--- src/rtl/cordic_arbiter_if.sv ---
// Bundle of client request/response lines and the CORDIC engine handshake
// shared by cordic_arbiter (slave side) and whoever drives the clients/engine.
interface cordic_arbiter_if #(
    parameter int unsigned N_REQ = 2,
    parameter int unsigned IN_W  = 8,
    parameter int unsigned ANG_W = 16
);
    logic [N_REQ-1:0]      req;
    logic [N_REQ*IN_W-1:0] req_x;
    logic [N_REQ*IN_W-1:0] req_y;
    logic [N_REQ-1:0]      gnt;
    logic [N_REQ-1:0]      rsp_valid;
    logic [ANG_W-1:0]      rsp_angle;
    logic                  rsp_timeout;
    logic                  busy;
    logic                  cor_start;
    logic [IN_W-1:0]       cor_x;
    logic [IN_W-1:0]       cor_y;
    logic                  cor_ready;
    logic                  cor_done;
    logic [ANG_W-1:0]      cor_angle;

    modport slave (
        input  req, req_x, req_y, cor_ready, cor_done, cor_angle,
        output gnt, rsp_valid, rsp_angle, rsp_timeout, busy,
               cor_start, cor_x, cor_y
    );

    modport master (
        output req, req_x, req_y, cor_ready, cor_done, cor_angle,
        input  gnt, rsp_valid, rsp_angle, rsp_timeout, busy,
               cor_start, cor_x, cor_y
    );
endinterface

--- src/rtl/cordic_arbiter.sv ---
// Round-robin sharing of one CORDIC angle engine between N_REQ clients, with a
// WAIT watchdog so a hung engine still returns an (aborted) response.
module cordic_arbiter #(
    parameter int unsigned N_REQ   = 2,
    parameter int unsigned IN_W    = 8,
    parameter int unsigned ANG_W   = 16,
    parameter int unsigned TIMEOUT = 31
) (
    input  logic            clk,
    input  logic            reset,
    cordic_arbiter_if.slave bus
);
    localparam int unsigned PTR_W = (N_REQ > 1) ? $clog2(N_REQ) : 1;
    localparam int unsigned CNT_W = $clog2(TIMEOUT + 1);

    typedef enum logic [1:0] {
        S_IDLE    = 2'd0,
        S_START   = 2'd1,
        S_WAIT    = 2'd2,
        S_DELIVER = 2'd3
    } state_t;

    state_t           state;
    state_t           state_nxt;

    logic [PTR_W-1:0] rr_ptr;
    logic [PTR_W-1:0] rr_ptr_d;
    logic [PTR_W-1:0] owner;
    logic [PTR_W-1:0] owner_d;
    logic [PTR_W-1:0] winner;
    logic [PTR_W-1:0] scan_idx;
    logic             any_req;
    logic             timed_out;

    logic [CNT_W-1:0] wait_cnt;
    logic [CNT_W-1:0] wait_cnt_d;

    logic [IN_W-1:0]  x_reg;
    logic [IN_W-1:0]  y_reg;
    logic [IN_W-1:0]  x_d;
    logic [IN_W-1:0]  y_d;
    logic [IN_W-1:0]  sel_x;
    logic [IN_W-1:0]  sel_y;

    logic [N_REQ-1:0] gnt_c;
    logic             cor_start_c;
    logic [N_REQ-1:0] rsp_valid_q;
    logic [N_REQ-1:0] rsp_valid_d;
    logic [ANG_W-1:0] rsp_angle_q;
    logic [ANG_W-1:0] rsp_angle_d;
    logic             rsp_timeout_q;
    logic             rsp_timeout_d;
    logic             busy_q;

    assign any_req   = |bus.req;
    assign timed_out = (wait_cnt == CNT_W'(TIMEOUT));

    // Round-robin pick: first set request at or after rr_ptr, wrapping upward.
    // Scanning from the far end down lets the nearest candidate win last.
    always_comb begin
        winner   = rr_ptr;
        scan_idx = '0;
        for (int k = int'(N_REQ) - 1; k >= 0; k--) begin
            scan_idx = PTR_W'((32'(rr_ptr) + 32'(k)) % N_REQ);
            if (bus.req[scan_idx]) begin
                winner = scan_idx;
            end
        end
    end

    // Operand mux for the winning client.
    always_comb begin
        sel_x = '0;
        sel_y = '0;
        for (int i = 0; i < int'(N_REQ); i++) begin
            if (PTR_W'(i) == winner) begin
                sel_x = bus.req_x[i*IN_W +: IN_W];
                sel_y = bus.req_y[i*IN_W +: IN_W];
            end
        end
    end

    // State register.
    always_ff @(posedge clk or posedge reset) begin
        if (reset) begin
            state <= S_IDLE;
        end else begin
            state <= state_nxt;
        end
    end

    // Next-state logic; done beats the watchdog when both land together.
    always_comb begin
        state_nxt = state;
        case (state)
            S_IDLE: begin
                if (any_req) begin
                    state_nxt = S_START;
                end
            end
            S_START: begin
                if (bus.cor_ready) begin
                    state_nxt = S_WAIT;
                end
            end
            S_WAIT: begin
                if (bus.cor_done || timed_out) begin
                    state_nxt = S_DELIVER;
                end
            end
            S_DELIVER: begin
                state_nxt = S_IDLE;
            end
            default: begin
                state_nxt = S_IDLE;
            end
        endcase
    end

    // Output decode: gnt/cor_start are combinational, the rest feed registers.
    always_comb begin
        gnt_c         = '0;
        cor_start_c   = 1'b0;
        rr_ptr_d      = rr_ptr;
        owner_d       = owner;
        x_d           = x_reg;
        y_d           = y_reg;
        wait_cnt_d    = '0;
        rsp_valid_d   = '0;
        rsp_angle_d   = rsp_angle_q;
        rsp_timeout_d = rsp_timeout_q;

        case (state)
            S_IDLE: begin
                if (any_req && !reset) begin
                    gnt_c    = N_REQ'(1'b1) << winner;
                    owner_d  = winner;
                    rr_ptr_d = PTR_W'((32'(winner) + 32'd1) % N_REQ);
                    x_d      = sel_x;
                    y_d      = sel_y;
                end
            end
            S_START: begin
                cor_start_c = bus.cor_ready;
            end
            S_WAIT: begin
                wait_cnt_d = wait_cnt + CNT_W'(1);
                if (bus.cor_done) begin
                    rsp_angle_d   = bus.cor_angle;
                    rsp_timeout_d = 1'b0;
                    rsp_valid_d   = N_REQ'(1'b1) << owner;
                end else if (timed_out) begin
                    rsp_angle_d   = '0;
                    rsp_timeout_d = 1'b1;
                    rsp_valid_d   = N_REQ'(1'b1) << owner;
                end
            end
            default: begin
            end
        endcase
    end

    // Datapath and registered outputs; wait_cnt is zero whenever not in WAIT.
    always_ff @(posedge clk or posedge reset) begin
        if (reset) begin
            rr_ptr        <= '0;
            owner         <= '0;
            x_reg         <= '0;
            y_reg         <= '0;
            wait_cnt      <= '0;
            rsp_valid_q   <= '0;
            rsp_angle_q   <= '0;
            rsp_timeout_q <= 1'b0;
            busy_q        <= 1'b0;
        end else begin
            rr_ptr        <= rr_ptr_d;
            owner         <= owner_d;
            x_reg         <= x_d;
            y_reg         <= y_d;
            wait_cnt      <= wait_cnt_d;
            rsp_valid_q   <= rsp_valid_d;
            rsp_angle_q   <= rsp_angle_d;
            rsp_timeout_q <= rsp_timeout_d;
            busy_q        <= (state_nxt != S_IDLE);
        end
    end

    assign bus.gnt         = gnt_c;
    assign bus.cor_start   = cor_start_c;
    assign bus.cor_x       = x_reg;
    assign bus.cor_y       = y_reg;
    assign bus.rsp_valid   = rsp_valid_q;
    assign bus.rsp_angle   = rsp_angle_q;
    assign bus.rsp_timeout = rsp_timeout_q;
    assign bus.busy        = busy_q;

endmodule

--- src/flat_wrapper.sv ---
// flat-port wrapper written by rule: the top's interface ports become plain ports
module cordic_arbiter_flat 
#(
    parameter int unsigned N_REQ   = 2,
    parameter int unsigned IN_W    = 8,
    parameter int unsigned ANG_W   = 16,
    parameter int unsigned TIMEOUT = 31
)
  (clk, reset, bus_req, bus_req_x, bus_req_y, bus_cor_ready, bus_cor_done, bus_cor_angle, bus_gnt, bus_rsp_valid, bus_rsp_angle, bus_rsp_timeout, bus_busy, bus_cor_start, bus_cor_x, bus_cor_y);
  cordic_arbiter_if #(.N_REQ(N_REQ), .IN_W(IN_W), .ANG_W(ANG_W)) bus_i ();
  input  logic clk;
  input  logic reset;
  input wire logic [$bits(bus_i.req)-1:0] bus_req;
  input wire logic [$bits(bus_i.req_x)-1:0] bus_req_x;
  input wire logic [$bits(bus_i.req_y)-1:0] bus_req_y;
  input wire logic [$bits(bus_i.cor_ready)-1:0] bus_cor_ready;
  input wire logic [$bits(bus_i.cor_done)-1:0] bus_cor_done;
  input wire logic [$bits(bus_i.cor_angle)-1:0] bus_cor_angle;
  output wire logic [$bits(bus_i.gnt)-1:0] bus_gnt;
  output wire logic [$bits(bus_i.rsp_valid)-1:0] bus_rsp_valid;
  output wire logic [$bits(bus_i.rsp_angle)-1:0] bus_rsp_angle;
  output wire logic [$bits(bus_i.rsp_timeout)-1:0] bus_rsp_timeout;
  output wire logic [$bits(bus_i.busy)-1:0] bus_busy;
  output wire logic [$bits(bus_i.cor_start)-1:0] bus_cor_start;
  output wire logic [$bits(bus_i.cor_x)-1:0] bus_cor_x;
  output wire logic [$bits(bus_i.cor_y)-1:0] bus_cor_y;
  assign bus_i.req = bus_req;
  assign bus_i.req_x = bus_req_x;
  assign bus_i.req_y = bus_req_y;
  assign bus_i.cor_ready = bus_cor_ready;
  assign bus_i.cor_done = bus_cor_done;
  assign bus_i.cor_angle = bus_cor_angle;
  assign bus_gnt = bus_i.gnt;
  assign bus_rsp_valid = bus_i.rsp_valid;
  assign bus_rsp_angle = bus_i.rsp_angle;
  assign bus_rsp_timeout = bus_i.rsp_timeout;
  assign bus_busy = bus_i.busy;
  assign bus_cor_start = bus_i.cor_start;
  assign bus_cor_x = bus_i.cor_x;
  assign bus_cor_y = bus_i.cor_y;
  cordic_arbiter #(.N_REQ(N_REQ), .IN_W(IN_W), .ANG_W(ANG_W), .TIMEOUT(TIMEOUT)) u_core (.clk(clk), .reset(reset), .bus(bus_i));
endmodule
--- config.mk ---
export PLATFORM = sky130hd
export DESIGN_NAME = cordic_arbiter_flat
export DESIGN_NICKNAME = d
export VERILOG_FILES = /design/src/rtl/cordic_arbiter_if.sv /design/src/rtl/cordic_arbiter.sv /design/src/flat_wrapper.sv
export SDC_FILE = /design/constraint.sdc
export NUM_CORES = 1
export LEC_CHECK = 0
export BUFFER_PORTS_ARGS = -buffer_cell sky130_fd_sc_hd__buf_4
export CAP_MARGIN = 10
export CELL_PAD_IN_SITES_DETAIL_PLACEMENT = 1
export CELL_PAD_IN_SITES_GLOBAL_PLACEMENT = 2
export CORE_AREA = 2 2 85 87
export DETAILED_ROUTE_END_ITERATION = 6
export DIE_AREA = 0 0 87 89
export GPL_ROUTABILITY_DRIVEN = 1
export GPL_TIMING_DRIVEN = 0
export PLACE_DENSITY_LB_ADDON = 0.1
export RECOVER_POWER = 25
export SLEW_MARGIN = 10
export SYNTH_ARGS = -nofsm -noshare
export SYNTH_HDL_FRONTEND = slang
export SYNTH_SLANG_ARGS = --single-unit
--- constraint.sdc ---
create_clock -name clk -period 3 [get_ports clk]
set_input_delay 0.3 -clock clk [delete_from_list [all_inputs] [get_ports clk]]
set_output_delay 0.3 -clock clk [all_outputs]
set_load 0.01 [all_outputs]
==> results.json, run 1 <==
{
  "worst-setup-path-type": "in2out",
  "fin_skew_ns": 0.00389,
  "wl_per_cell_um": 15.6,
  "synthesis.area_mm2": 0.00193,
  "ff_latch_area_mm2": 0.00113,
  "wl_met1_mm": 2.33,
  "synth.top_cell.area_share_pct": 58.4,
  "first_pass_iters": 4,
  "reg2reg_from": "u_core.wait_cnt[0]",
  "tightest_slew_ns": 0.626,
  "cts_root_buffer": "clkbuf_8",
  "die-area_mm2": 0.00774,
  "top_layer": "met4",
  "overflow": 0,
  "final-hold-violation-count": 0,
  "layout_common_cells": "buf_4 (92), dfrtp_1 (45), nand2_1 (18)",
  "critPathBufInv": 5,
  "clk_pin_slew_worst_paths_ns": 0.09,
  "slowest_delay_ns": 0.53,
  "placedCellCount": 333,
  "crit_start": "reset",
  "yosysTopAreaCell": "dfrtp_1",
  "synth_nets": 216,
  "endpoint_kind": "primary output",
  "fin_tns_setup_ns": 0,
  "grt_pass1_vias": 1728,
  "die_h_um": 89,
  "slowest_stage": "dlygate4sd3_1",
  "cts_tree": "built",
  "final_max_slew_viol_count": 0,
  "met3WireLength_um": 311,
  "die_width_um": 87,
  "multi_input_area_um2": 709,
  "gp_congestion": 0.693,
  "ys_ff_latch": 45,
  "dp_hpwl_mm": 3.96,
  "final_common_cell": "buf_4",
  "syn_inst": 160,
  "cp_max_fo": 10,
  "cts_buffer_depth": 2,
  "ctsResizeCount": 0,
  "placed_area_mm2": 0.00274,
  "finalPower_mw": 2.40,
  "slew_headroom_pct": 58.2,
  "fin_area_mm2": 0.00283,
  "grt_use_total_pct": 14.6,
  "power_density_mw_per_mm2": 847,
  "synth.distinct_cells": 30,
  "rsz0062_at_grt": "false",
  "antenna_left": 0,
  "n_antenna_cell": 0,
  "antenna_found_initial": 0,
  "r2r-end": "u_core.state[0]",
  "whs_ns": 0.222,
  "via_per_inst": 4.78,
  "leakagePower_nw": 1.42,
  "holdPathStages": 2,
  "period_needed_ns": 2.25,
  "clock_latency_ns": 0.30,
  "critPathRequiredTime_ns": 2.70,
  "final_cells": 342,
  "cp-start-kind": "input port",
  "rrSetupSlack_ns": 0.88,
  "vias": 1635,
  "peakVddDrop_mv": 0.274,
  "wl_met2_mm": 2.65,
  "start_util_pct": 28.7,
  "drv_cap": 0,
  "wirelength_mm": 5.32,
  "ios": 93,
  "ys_warn_count": 0,
  "ys_seq_area_share_pct": 58.4,
  "cts_buffers": 5,
  "area_growth_syn_to_layout_pct": 47.0,
  "period_share_pct": 75.1,
  "critPathArrivalTime_ns": 1.95,
  "fp-row-count": 30,
  "drc": 0,
  "path_cells": "dlygate4sd3_1, clkbuf_1, or3_1, buf_6, buf_8, nor3b_2, buf_4",
  "fillerInstances": 753,
  "core_area_mm2": 0.00672,
  "drt_iter0_drc": 50,
  "critical-path-top-delay-family": "buffers and inverters",
  "grt_max_degree": 32,
  "r2r_cells": 6,
  "portBuffers": 92,
  "nNetsFinal": 317,
  "crit_end": "bus_gnt[1]",
  "htreeDepth": 2,
  "outcome": "finished clean",
  "drive_gt1_share_pct": 46.9,
  "setup_violations": 0,
  "grt_pass1_wl_mm": 8.80,
  "hold_path_class": "in2reg",
  "avgSynthCellArea_um2": 12.0,
  "synthTopCellsByArea": "dfrtp_1 (58%), a221o_1 (8.3%), a22o_1 (7.3%), nor3_2 (5.2%), nand2_1 (3.5%)",
  "fmax_mhz": 444,
  "cts.sinks": 45,
  "path_depth": 7
}
cells by family (layout without fill, tap and decap cells):
group	Yosys count	after routing	share of synthesized area, %
AOI/OAI and AO/OA	41	41	18.4
xor gates and xnor gates	2	2	0.909
adders and majority gates	2	2	1.30
buffers and inverters	16	118	4.74
DFF	45	45	58.4
and+or+nand+nor	54	54	16.2
what timing repair did:
item / in CTS / in global routing
buffers inserted: 0 / 0
hold buffers: 1 / 0
endpoints found under the hold margin: 14 / 0
metal layers:
| layer | up-vias | global-route usage (%) |
|---|---|---|
| met3 | 2 | 3.79 |
| met1 | 790 | 19.7 |
| li1 | 787 | - |
| met4 | 0 | 3.41 |
| met2 | 56 | 23.6 |
| met5 | - | 0 |
state kept, by name (all words and copies together) (netlist names):
| register | cells |
|---|---|
| u_core.state | 2 |
| u_core.rr_ptr | 1 |
| u_core.owner | 1 |
| u_core.bus.rsp_timeout | 1 |
| u_core.bus.rsp_angle | 16 |
| u_core.bus.cor_x | 8 |
| u_core.bus.rsp_valid | 2 |
| u_core.bus.busy | 1 |
| u_core.wait_cnt | 5 |
| u_core.bus.cor_y | 8 |
synthesized netlist by cell type:
library cell  count
nor3b_2           1
nor2b_1           1
buf_2             6
xor2_1            1
dfrtp_1          45
nor2b_2           1
inv_1             3
nor2_1            7
o21ai_0           2
a21oi_1           4
or3_1             1
nor3_2           10
o31ai_1           1
clkbuf_2          1
nor3_1            7
and3_1            2
xnor2_1           1
nand3_1           1
a221o_1          16
and2_1            3
o21ai_2           2
ha_1              2
buf_6             1
buf_4             1
nand2b_1          1
nor4_1            1
a22o_1           16
buf_8             1
nand2_1          18
clkbuf_1          3
through the flow:
| stage | setup slack, ns | util, % |
|---|---|---|
| final | 0.748 | 42.2 |
| after global routing | 0.567 | 42.2 |
| after CTS | 0.720 | 42.2 |
| after detailed placement | 0.821 | 40.7 |
| after global placement | 0.844 | 40.4 |
| after floorplan | 1.22 | - |
layout make-up:
type | count | area share, %
clock buffer | 5 | 2.43
sequential | 45 | 39.8
buffer | 13 | 2.78
timing repair buffer | 94 | 25.3
inverter | 3 | 0.398
multi-input combinational | 99 | 25.0
tap | 80 | 3.53
clock inverter | 3 | 0.751
how the worst min path moves through the flow:
| stage | slack (ns) | startpoint | endpoint |
|---|---|---|---|
| 2_1_floorplan | 0.40 | u_core.owner | u_core.bus.rsp_valid[0] |
| 4_1_cts | 0.21 | bus_cor_angle[3] | u_core.bus.rsp_angle[3] |
| 6_report | 0.22 | bus_cor_angle[5] | u_core.bus.rsp_angle[5] |
| 5_1_grt | 0.20 | bus_cor_angle[4] | u_core.bus.rsp_angle[4] |
| 3_5_place_dp | 0.32 | reset | u_core.bus.cor_x[2] |
| 3_3_place_gp | 0.41 | u_core.owner | u_core.bus.rsp_valid[0] |
report_power, final:
part           leakage, nW  internal, mW  switching (mW)  total, mW
clock network       0.0445         0.165           0.214      0.380
logic                0.810         0.562           0.465       1.03
registers            0.568         0.846           0.146      0.992
Power figures use the tool's default switching activity.
==> inputs of run 2 (changes only) <==
--- a/config.mk
+++ b/config.mk
@@ -5,13 +5,14 @@
 export SDC_FILE = /design/constraint.sdc
 export NUM_CORES = 1
 export LEC_CHECK = 0
+export ABC_AREA = 1
 export BUFFER_PORTS_ARGS = -buffer_cell sky130_fd_sc_hd__buf_4
 export CAP_MARGIN = 10
 export CELL_PAD_IN_SITES_DETAIL_PLACEMENT = 1
 export CELL_PAD_IN_SITES_GLOBAL_PLACEMENT = 2
-export CORE_AREA = 2 2 85 87
+export CORE_AREA = 2 2 93 95
 export DETAILED_ROUTE_END_ITERATION = 6
-export DIE_AREA = 0 0 87 89
+export DIE_AREA = 0 0 95 97
 export GPL_ROUTABILITY_DRIVEN = 1
 export GPL_TIMING_DRIVEN = 0
 export PLACE_DENSITY_LB_ADDON = 0.1
==> constraint.sdc (replaced) <==
create_clock -name clk -period 2.1 [get_ports clk]
set_input_delay 0.21 -clock clk [delete_from_list [all_inputs] [get_ports clk]]
set_output_delay 0.21 -clock clk [all_outputs]
set_load 0.01 [all_outputs]
==> run 2 against run 1 <==
  * Clock power is 75% higher
  * Sequential power rose by 41%
  * Hold slack got worse by 0.12 ns
  * Highest routed layer unchanged
==> results.json, run 2 <==
{
  "cts_root_buffer": "clkbuf_8",
  "worst-setup-path-type": "reg2out",
  "cts_buffer_depth": 2,
  "final_util_pct": 36.3,
  "cp-start-kind": "flop",
  "layout_common_cells": "nand2_1 (134), buf_4 (90), dfrtp_1 (45)",
  "slowest_delay_ns": 0.40,
  "grt_pass1_wl_mm": 9.76,
  "yosys.cell_count.top_type": "nand2_1",
  "ys_warn_count": 0,
  "setup_violations": 0,
  "synth-edff-count": 0,
  "yosysTopAreaCell": "dfrtp_1",
  "critPathArrivalTime_ns": 1.51,
  "final_max_slew_viol_count": 0,
  "htreeDepth": 2,
  "antenna_left": 0,
  "clock_latency_ns": 0.29,
  "fmax_mhz": 580,
  "first_pass_iters": 4,
  "power_density_mw_per_mm2": 1220,
  "finalPower_mw": 3.59,
  "die-area_mm2": 0.00922,
  "slew_headroom_pct": 22.2,
  "drt_iter0_drc": 47,
  "n_antenna_cell": 0,
  "wl_per_cell_um": 12.7,
  "final_common_cell": "nand2_1",
  "leakagePower_nw": 1.65,
  "fp-row-count": 33,
  "syn_inst": 250,
  "cp_max_fo": 10,
  "die_h_um": 97,
  "antenna_found_initial": 0,
  "synth_nets": 306,
  "synth_ff_type": "dfrtp_1",
  "nNetsFinal": 407,
  "grt_use_total_pct": 13.6,
  "avgSynthCellArea_um2": 8.08,
  "cts_tree": "built",
  "tightest_slew_ns": 1.16,
  "clk_pin_slew_worst_paths_ns": 0.09,
  "synth.top_cell.area_share_pct": 55.8,
  "synth_top_family_by_area": "simple AND/OR/NAND/NOR gates",
  "rrSetupSlack_ns": 0.54,
  "cts_buffers": 5,
  "synthTopCellsByArea": "dfrtp_1 (56%), nand2_1 (25%), nand3_1 (4.2%), inv_1 (1.9%), nor2_1 (1.9%)",
  "overflow": 0,
  "wirelength_mm": 5.80,
  "period_share_pct": 82.0,
  "ys_seq_area_share_pct": 55.8,
  "async_flop_share_pct": 100,
  "hp-start": "bus_cor_angle[6]",
  "peakVddDrop_mv": 0.316,
  "ys_ff_latch": 45,
  "die_width_um": 95,
  "slowest_stage": "dfrtp_1",
  "endpoint_kind": "primary output",
  "vias": 1900,
  "ios": 93,
  "area_growth_syn_to_layout_pct": 46.1,
  "synthesis.area_mm2": 0.00202,
  "synth.distinct_cells": 19,
  "critPathRequiredTime_ns": 1.89,
  "grt_max_degree": 24,
  "fin_skew_ns": 0.00601,
  "outcome": "finished clean",
  "via_per_inst": 4.16,
  "drive_gt1_share_pct": 32.4,
  "path_cells": "nor2_1, o211ai_2, buf_2, nor2_1, buf_4",
  "final-hold-violation-count": 0,
  "synthAdderAreaFrac_pct": 1.24,
  "start_util_pct": 24.8,
  "synthTopCellsByCount": "nand2_1 (134), dfrtp_1 (45), nand3_1 (17)",
  "drv_cap": 0,
  "ctsResizeCount": 0,
  "core_area_mm2": 0.00813,
  "dp_hpwl_mm": 4.08,
  "gp_congestion": 0.674,
  "cpMostUsedCell": "nor2_1",
  "r2r-end": "u_core.bus.rsp_angle[5]",
  "holdPathStages": 3,
  "hold_path_class": "in2reg",
  "synth_compound_area_share_pct": 3.35,
  "portBuffers": 92,
  "period_needed_ns": 1.72,
  "muxShareOfSynthArea_pct": 0,
  "drc": 0,
  "cts.sinks": 45,
  "largest_reg_flops": 16,
  "synthSimpleGateAreaFrac_pct": 34.1,
  "hold_end": "u_core.bus.rsp_angle[6]",
  "grt_pass1_vias": 1944,
  "synth_xor_area_share_pct": 0,
  "rsz0062_at_grt": "false",
  "whs_ns": 0.0987,
  "reg2reg_from": "u_core.wait_cnt[0]",
  "r2r_cells": 8
}
run 2: changes by cell type in the layout (fill, tap and decap cells not counted), sizes merged, moves of 9 or more:
| cell | delta |
|---|---|
| nand2 | +120 |
| nor3 | -17 |
| a221o | -16 |
| a22o | -16 |
| nand3 | +16 |
| inv | +9 |
run 2: layout make-up:
cell class                      count  area (µm²)
Fill cell                         984        5180
Sequential cell                    45        1130
Multi-Input combinational cell    182         779
Timing Repair Buffer               93         682
Tap cell                          105         131
Clock buffer                        6        72.6
Buffer                              9        58.8
Inverter                           14        56.3
Clock inverter                      2        38.8
Timing Repair inverter              1        5.00
run 2: repair_timing:
| action | 4_1_cts | 5_1_grt |
|---|---|---|
| hold endpoints to repair | 22 | 0 |
| setup endpoints to repair | 2 | 0 |
| setup buffers | 0 | 0 |
| hold buffers | 1 | 0 |
run 2: critical path, delay by kind of cell (launching register included):
family                 cells  cell delay (ns)
buffers and inverters      2             0.36
AO/OA/AOI/OAI              1             0.16
flip-flops                 1             0.40
AND/OR/NAND/NOR            2             0.29
run 2: report_power, final:
part | leakage [nW] | internal (mW) | switching, mW
logic | 1.03 | 0.704 | 0.814
registers | 0.573 | 1.21 | 0.189
clock network | 0.0554 | 0.358 | 0.307
total | 1.65 | 2.28 | 1.31
run 2: logic make-up (layout without fill, tap and decap cells):
| logic type | Yosys count | after routing |
|---|---|---|
| buffers and inverters | 23 | 125 |
| flip-flops | 45 | 45 |
| adder cells (fa/ha/maj) | 2 | 2 |
| AO/OA/AOI/OAI | 12 | 12 |
| AND/OR/NAND/NOR | 168 | 168 |
run 2: how the worst max path moves through the flow:
stage,start,to,slack [ns]
4_1_cts,u_core.state[0],bus_gnt[0],0.33
3_5_place_dp,reset,bus_gnt[0],-0.30
3_3_place_gp,reset,bus_gnt[0],-0.35
6_report,u_core.state[0],bus_gnt[0],0.38
2_1_floorplan,reset,bus_gnt[0],0.43
5_1_grt,u_core.state[0],bus_gnt[1],0.22
run 2: metal layers:
metal	GRT usage, %	share of wire [%]	vias to the layer above
met5	0	0	-
met3	3.97	6.9	7
met1	17.4	46	869
li1	-	-	965
met4	4.01	1.3	0
met2	21.9	46	59
run 2: metrics by stage:
step | TNS (ns) | cells | area (µm²) | setup WS (ns)
after floorplan | 0 | 250 | 2020 | 0.429
after global placement | -3.81 | 447 | 2850 | -0.350
after detailed placement | -3.21 | 447 | 2850 | -0.302
after CTS | 0 | 457 | 2970 | 0.327
after global routing | 0 | 457 | 2950 | 0.222
final | 0 | 457 | 2950 | 0.377
==> inputs of run 3 (changes only) <==
==> constraint.sdc (replaced) <==
create_clock -name clk -period 1.6 [get_ports clk]
set_input_delay 0.16 -clock clk [delete_from_list [all_inputs] [get_ports clk]]
set_output_delay 0.16 -clock clk [all_outputs]
set_load 0.01 [all_outputs]
==> run 3 against run 2 <==
  * Final area up 5.5%
  * First-iteration DRC count decreased by 19%
  * Count of clock-buffer cells in the layout is the same
  * Largest cell class unchanged
  * Critical path depth unchanged
  * Via count grew 3.2%
  * Non-clock buffer count is 12 higher
  * Register-to-register slack got worse by 0.40 ns
==> results.json, run 3 (same netlist as run 2, synthesis figures left out) <==
{
  "outcome": "finished clean",
  "overflow": 0,
  "nNetsFinal": 420,
  "r2r_cells": 8,
  "die-area_mm2": 0.00922,
  "fin_tns_setup_ns": 0,
  "cp-start-kind": "flop",
  "ff_latch_area_mm2": 0.00113,
  "grt_use_total_pct": 13.7,
  "slew_headroom_pct": 61.6,
  "cts_buffers": 5,
  "portBuffers": 92,
  "first_pass_iters": 4,
  "crit_start": "u_core.state[0]",
  "grt_pass1_wl_mm": 9.87,
  "area_growth_syn_to_layout_pct": 54.2,
  "fin_skew_ns": 0.00588,
  "pre_cts_slack_ns": -0.702,
  "reg2reg_from": "u_core.wait_cnt[0]",
  "gp_congestion": 0.674,
  "fin_area_mm2": 0.00311,
  "cts_buffer_depth": 2,
  "wirelength_mm": 6.06,
  "power_density_mw_per_mm2": 1580,
  "largest_reg_flops": 16,
  "slowest_delay_ns": 0.42,
  "final_max_slew_viol_count": 0,
  "n_antenna_cell": 0,
  "critPathRequiredTime_ns": 1.44,
  "tightest_slew_ns": 0.575,
  "fmax_mhz": 669,
  "hold_path_class": "in2reg",
  "htreeDepth": 2,
  "worst-setup-path-type": "reg2out",
  "antenna_found_initial": 0,
  "die_width_um": 95,
  "drc": 0,
  "drv_cap": 0,
  "slowest_stage": "dfrtp_1",
  "period_needed_ns": 1.49,
  "drive_gt1_share_pct": 37.3,
  "die_h_um": 97,
  "start_util_pct": 24.8,
  "final-hold-violation-count": 0,
  "endpoint_kind": "primary output",
  "r2r-end": "u_core.bus.rsp_angle[13]",
  "peakVddDrop_mv": 0.431,
  "finalPower_mw": 4.91,
  "cts_tree": "built",
  "layout_common_cells": "nand2_1 (134), buf_4 (105), dfrtp_1 (45)",
  "path_cells": "nor2_2, o211ai_2, buf_6, nor2_1, buf_4",
  "worst_slack_ns": 0.106,
  "fp-row-count": 33,
  "dp_hpwl_mm": 4.08,
  "antenna_left": 0,
  "wl_per_cell_um": 12.9,
  "core_area_mm2": 0.00813,
  "hp-start": "bus_cor_angle[6]",
  "ios": 93,
  "grt_pass1_vias": 1950,
  "crit_end": "bus_gnt[0]",
  "critical-path-top-delay-family": "flip-flops",
  "critPathBufInv": 2,
  "period_share_pct": 93.4,
  "leakagePower_nw": 1.73,
  "clk_pin_slew_worst_paths_ns": 0.09,
  "rrSetupSlack_ns": 0.14,
  "critPathArrivalTime_ns": 1.33,
  "via_per_inst": 4.17,
  "placed_area_mm2": 0.00285,
  "cts_root_buffer": "clkbuf_8",
  "clock_latency_ns": 0.30,
  "rsz0062_at_grt": "false",
  "cp_max_fo": 5,
  "final_common_cell": "nand2_1",
  "path_depth": 5,
  "cts.sinks": 45,
  "multi_input_area_um2": 812,
  "grt_max_degree": 24,
  "drt_iter0_drc": 38,
  "vias": 1960,
  "fillerInstances": 977,
  "setup_violations": 0
}
[run 3: cell count changes in the layout (fill, tap and decap cells not counted), moves of 2 or more]
cell / change
buf_6: +2
nor2_2: +3
ha_1: -2
clkbuf_1: -4
dlygate4sd3_1: +2
nor2_1: -3
ha_2: +2
buf_2: -3
buf_4: +15
[run 3: per-layer routing]
| metal | GRT usage, % | vias to the layer above | share of wire, % |
|---|---|---|---|
| met1 | 17.9 | 903 | 44 |
| met5 | 0 | - | 0 |
| li1 | - | 991 | - |
| met2 | 22.0 | 59 | 48 |
| met3 | 3.97 | 7 | 6.8 |
| met4 | 4.01 | 0 | 1.2 |
[run 3: final cells by class]
cell class	instances	area share, %
sequential	45	36.2
multi-input combinational	182	26.1
timing repair buffer	106	25.7
tap	105	4.22
clock buffer	6	2.33
buffer	8	2.13
inverter	14	1.73
clock inverter	2	1.25
timing repair inverter	2	0.402
[run 3: worst min-delay path: stages]
cell	delay (ns)
buf_4	0.07
nand2_1	0.04
nand2_1	0.04
[run 3: power breakdown]
| part | internal, mW | total [mW] | switching (mW) |
|---|---|---|---|
| Combinational | 1.06 | 2.18 | 1.12 |
| Sequential | 1.59 | 1.85 | 0.253 |
| Clock | 0.470 | 0.877 | 0.408 |
[run 3: stage by stage]
step	hold slack (ns)	std cells	utilization, %
2_1_floorplan	0.178	250	-
3_3_place_gp	0.356	447	35.0
3_5_place_dp	0.361	447	35.0
4_1_cts	0.0402	459	36.9
5_1_grt	0.0448	470	38.3
6_report	0.0484	470	38.3
[run 3: what timing repair did]
item,4_1_cts,5_1_grt
buffers inserted,1,8
hold buffers,2,1
resized for setup,6,10
pin swaps,0,4
endpoints found under the setup margin,29,22
cloned,2,2
hold endpoints to repair,22,23
[run 3: worst min path at each step]
stage,slack [ns],depth (start not counted),endpoint
2_1_floorplan,0.18,1,u_core.bus.busy
3_3_place_gp,0.36,3,u_core.bus.rsp_angle[2]
3_5_place_dp,0.36,3,u_core.bus.rsp_angle[3]
4_1_cts,0.04,2,u_core.bus.rsp_timeout
5_1_grt,0.04,3,u_core.bus.rsp_angle[3]
6_report,0.05,3,u_core.bus.rsp_angle[6]
